**config.mk**
```make
export PLATFORM = sky130hd
export DESIGN_NAME = spi_edge_sync
export DESIGN_NICKNAME = d
export VERILOG_FILES = /design/src/rtl/spi_flash_model_edge_sync.sv
export SDC_FILE = /design/constraint.sdc
export NUM_CORES = 1
export LEC_CHECK = 0
export ABC_AREA = 1
export CAP_MARGIN = 5
export CORE_AREA = 4 4 41 43
export CTS_CLUSTER_SIZE = 16
export DETAILED_ROUTE_END_ITERATION = 6
export DIE_AREA = 0 0 45 47
export GPL_TIMING_DRIVEN = 1
export SKIP_LAST_GASP = 1
export SYNTH_ARGS = -nofsm -noshare
export SYNTH_HDL_FRONTEND = slang
export SYNTH_SLANG_ARGS = --single-unit
```
**constraint.sdc**
```tcl
create_clock -name clk -period 0.8 [get_ports clk]
set_input_delay 0.12 -clock clk [delete_from_list [all_inputs] [get_ports clk]]
set_output_delay 0.12 -clock clk [all_outputs]
set_load 0.05 [all_outputs]
```
**src/rtl/spi_flash_model_edge_sync.sv**
```systemverilog
// Two-flop synchronisers for the SPI pins plus single-cycle edge pulses on SCLK and CS_N.
module spi_edge_sync (
  input  logic       clk,
  input  logic       rst,
  input  logic       sclk,
  input  logic       cs_n,
  input  logic [3:0] io,
  output logic       sclk_rise,
  output logic       sclk_fall,
  output logic       cs_rise,
  output logic       cs_fall,
  output logic       cs_n_sync,
  output logic [3:0] io_sync
);

  logic [1:0] sclk_ff;
  logic [1:0] cs_ff;
  logic [3:0] io_ff1;
  logic [3:0] io_ff2;
  logic       sclk_prev;
  logic       cs_prev;

  always_ff @(posedge clk) begin
    if (rst) begin
      sclk_ff   <= 2'b00;
      cs_ff     <= 2'b11;
      io_ff1    <= 4'h0;
      io_ff2    <= 4'h0;
      sclk_prev <= 1'b0;
      cs_prev   <= 1'b1;
    end else begin
      sclk_ff   <= {sclk_ff[0], sclk};
      cs_ff     <= {cs_ff[0], cs_n};
      io_ff1    <= io;
      io_ff2    <= io_ff1;
      sclk_prev <= sclk_ff[1];
      cs_prev   <= cs_ff[1];
    end
  end

  assign sclk_rise = sclk_ff[1] & ~sclk_prev;
  assign sclk_fall = ~sclk_ff[1] & sclk_prev;
  assign cs_rise   = cs_ff[1] & ~cs_prev;
  assign cs_fall   = ~cs_ff[1] & cs_prev;
  assign cs_n_sync = cs_ff[1];
  assign io_sync   = io_ff2;

endmodule

```
=== Yosys cells after proc, flatten, opt, wreduce, memory -nomap -nowiden ===
Index checks and enable logic that the tools add are counted.

* Output and inout port bits: 9
* RAM bits: 0
* Register bits: 14
* Logic and storage cells: 14
* Input bits: 8
* Memory bits (read-only): 0
* Latch bits: 0
* Memories: 0

* Bitwise operators: 8
* $mul: 0
* Equality and inequality tests: 0
* Div/mod/pow operators: 0
* Reductions and logical operators: 0
* Shifts and indexed selects: 0
* $add $sub $neg: 0
* Order comparisons: 0
* Muxes and demuxes: 0

{| class="wikitable"
|+ Operators with widths
! kind !! number
|-
| bitwise AND 1 bit || 4
|-
| NOT 1 bit || 4
|}

=== Logic depth before layout (Yosys ltp) ===
* Depth after elaboration: 2
* Mapped depth: 2
* Mapped depth without buffers: 2

=== Least setup slack after synthesis ===
OpenSTA, ideal clock, no wires.

* Path type: flip-flop to output port
* From: register cs_ff[1]
* To: output port cs_rise
* Data arrival time: 1401 ps
* Required time: 680 ps
* Path buffers: 0
* Stages on the path, launching flop included: 3
* Path slack: -721 ps
* Cell sequence: dfxtp_1 -> inv_1 -> nor2_1

* Cells in the longest elaborated chain, start to end: 1

{| class="wikitable"
|+ RTL lines
! what !! RTL line !! text
|-
| start, declared || 17 || <nowiki>logic [1:0] cs_ff;</nowiki>
|-
| start signal, assigned || 33 || <nowiki>cs_ff <= {cs_ff[0], cs_n};</nowiki>
|-
| bitwise AND 1 bit || 43 || <nowiki>assign cs_rise = cs_ff[1] & ~cs_prev;</nowiki>
|-
| end, declared || 10 || <nowiki>output logic cs_rise,</nowiki>
|}

No other way between the ends.

=== Final worst setup path ===
Ends and elaborated chain as after synthesis.

==> results <==
layout make-up:
| type | count | area (sq um) |
|---|---|---|
| sequential | 14 | 292.8 |
| inverter | 17 | 66.31 |
| multi-input combinational | 18 | 97.59 |
| tap | 15 | 18.77 |
| clock buffer | 4 | 36.28 |
| timing repair buffer | 21 | 291.5 |
| fill | 118 | 498.0 |
Yosys cell counts (all sizes together):
library cell / count
buf: 1
dfxtp: 14
inv: 17
nand2: 3
nor2: 15
power groups by stage:
stage	clock network [mW]	logic [mW]	registers (mW)
after CTS	0.519	0.233	0.747
final	0.494	0.230	0.747
after global routing	0.552	0.245	0.750
after floorplan	0	0.0671	0.789
after global placement	0	0.215	0.760
after detailed placement	0	0.217	0.761
worst paths after layout:
kind / from / end / slack [ps] / cells after the start
setup reg to reg: sclk_ff[1] / sclk_prev / 140 / 3
setup / recovery: cs_ff[1] / cs_rise / -250 / 3
hold / removal: io[0] / io_ff1[0] / 350 / 3
hold reg to reg: io_ff1[3] / io_sync[3] / 400 / 2
layout by cell type (no fill, tap or decap):
cell type,count
inv_1,13
nor2_1,11
buf_12,9
dfxtp_2,7
clkdlybuf4s50_1,7
dfxtp_1,6
nor2_4,4
buf_4,4
inv_2,3
nand2_1,3
clkbuf_4,3
inv_4,1
clkbuf_8,1
dfxtp_4,1
buf_6,1
layer usage:
| metal | vias up | wire length (um) | part of all wire [%] | track usage [%] |
|---|---|---|---|---|
| met5 | - | 0 | 0 | 0 |
| met4 | 0 | 17 | 2.5 | 8.772 |
| met3 | 2 | 73 | 11 | 3.448 |
| met2 | 13 | 338 | 50 | 14.12 |
| met1 | 147 | 247 | 37 | 6.944 |
| li1 | 180 | - | - | - |
sequential cells by signal, summed over array words and instances (netlist names):
name	cells
io_sync	4
sclk_prev	1
cs_ff	2
io_ff1	4
cs_prev	1
sclk_ff	2
cell families (layout without fill, tap and decap cells):
logic type,after synthesis,after routing,synth area share (%)
flip-flops,14,14,66.27
AND/OR/NAND/NOR,18,18,15.98
buffers and inverters,18,42,17.75
worst reg2reg max path, stage by stage (launching register included):
cell	delay (ps)
dfxtp_2	360
inv_2	50
buf_4	120
nor2_1	70
timing repair:
action | CTS | global route
buffers inserted | 3 | 0
gates resized for setup | 12 | 0
hold endpoints to repair | 0 | 0
endpoints found under the setup margin | 9 | 9
pin swaps | 4 | 2
metrics by stage:
step           instance area, sq um  hold WS [ps]  cells  setup slack (ps)
6_report                      803.3         350.5     89            -247.3
5_1_grt                       803.3         359.6     89            -296.5
4_1_cts                       803.3         340.7     89            -287.4
3_5_place_dp                  723.2         396.0     82            -150.6
3_3_place_gp                  723.2         389.5     82            -154.5
2_1_floorplan                 450.4         192.4     50            -110.1
==> results_dict.tcl <==
set metrics [dict create \
    final.period_utilization_pct 130.9 \
    pwr_density_cell_nw_per_um2 1831 \
    via_count 342 \
    viasPerCell 3.843 \
    p_switching_mw 0.3428 \
    cts.sinks 14 \
    dieHeight_um 47 \
    vdd_ir_drop_max_uv 1099 \
    slowest_delay_ps 380 \
    rsz0062_at_grt "yes" \
    rows 13 \
    ant_nets 0 \
    num_antenna_cells 0 \
    setup.worst_path.end_class "primary output" \
    grt_max_degree 9 \
    combPwrFrac_pct 15.6 \
    synth.avg_cell_area_sq_um 8.458 \
    grt_usage_pct 8.267 \
    cp_top_family "flip-flops" \
    finClkSkew_ps 3.924 \
    synthCells 50 \
    syn_to_final_growth_pct 89.94 \
    die_w_um 45 \
    cp_slowest_cell "dfxtp_4" \
    synth.area.top_cells "dfxtp_1 66%, inv_1 15%, nor2_1 13%, buf_6 2.7%, nand2_1 2.7%" \
    status "complete, but fails checks" \
    ys_ff_latch 14 \
    slew_headroom_pct 93.83 \
    worstSkewPairLatency_ps 280 \
    seqPwrFrac_pct 50.8 \
    setup_viol 9 \
    first_iter_violations 1 \
    nNetsFinal 83 \
    netlist_area_sq_um 422.9 \
    yosysWarnings 0 \
    switching_share_pct 23.30 \
    fmax_mhz 954.8 \
    first_pass_iters 2 \
    violations "negative setup slack" \
    cts_tree "yes" \
    grt_overflow 0 \
    wire_per_inst_um 7.584 \
    hold_path_class "in -> reg" \
    initial_core_util_pct 32.50 \
    drive_above_1_share_pct 45.95 \
    syn_nets 58 \
    crit_type "reg -> out" \
    cts_buffers 3 \
    drc 0 \
    clockBufferDepth 2 \
    synth_top_area_share_pct 66.27 \
    tightest_slew_ps 92.34 \
    crit_chain "inv_4, nor2_4, buf_12" \
    clk_pin_slew_ps 80 \
    synth_top_cell_by_area "dfxtp_1" \
    min_period_ps 1047 \
    grt_pass1_wl_mm 1.166 \
    p_leak_nw 0.3832 \
    maxCapViolCount 0 \
    gp_congestion 0.6783 \
    synth-seq-area-share_pct 66.27 \
    root_buffer "clkbuf_4" \
    yosysUniqueCellTypes 5 \
    io_pins 17 \
    finalPower_mw 1.471 \
    cts_hold_buf 0 \
    antenna_found_initial 0 \
    fin_ws_ps -247.3 \
    wl_um 675 \
    htree_levels 1 \
    grt_pass1_vias 323 \
    p_clk_share_pct 33.6 \
    critPathArrivalTime_ps 930 \
    core-area_sq_um 1301 \
    place.port_buffers 16 \
    critPathBufInv 2 \
    setup_tns_ps -1472 \
    cp.required_ps 680 \
    p_int_mw 1.128 \
    dp_hpwl_um 528.6 \
    worstPathMaxFanout 3 \
    slew_violations 0 \
    fin_util_pct 61.73 \
    die_area_sq_um 2115 \
    startpoint_type "flop" \
    hold_violations 0 \
]
Power figures use the tool's default switching activity.
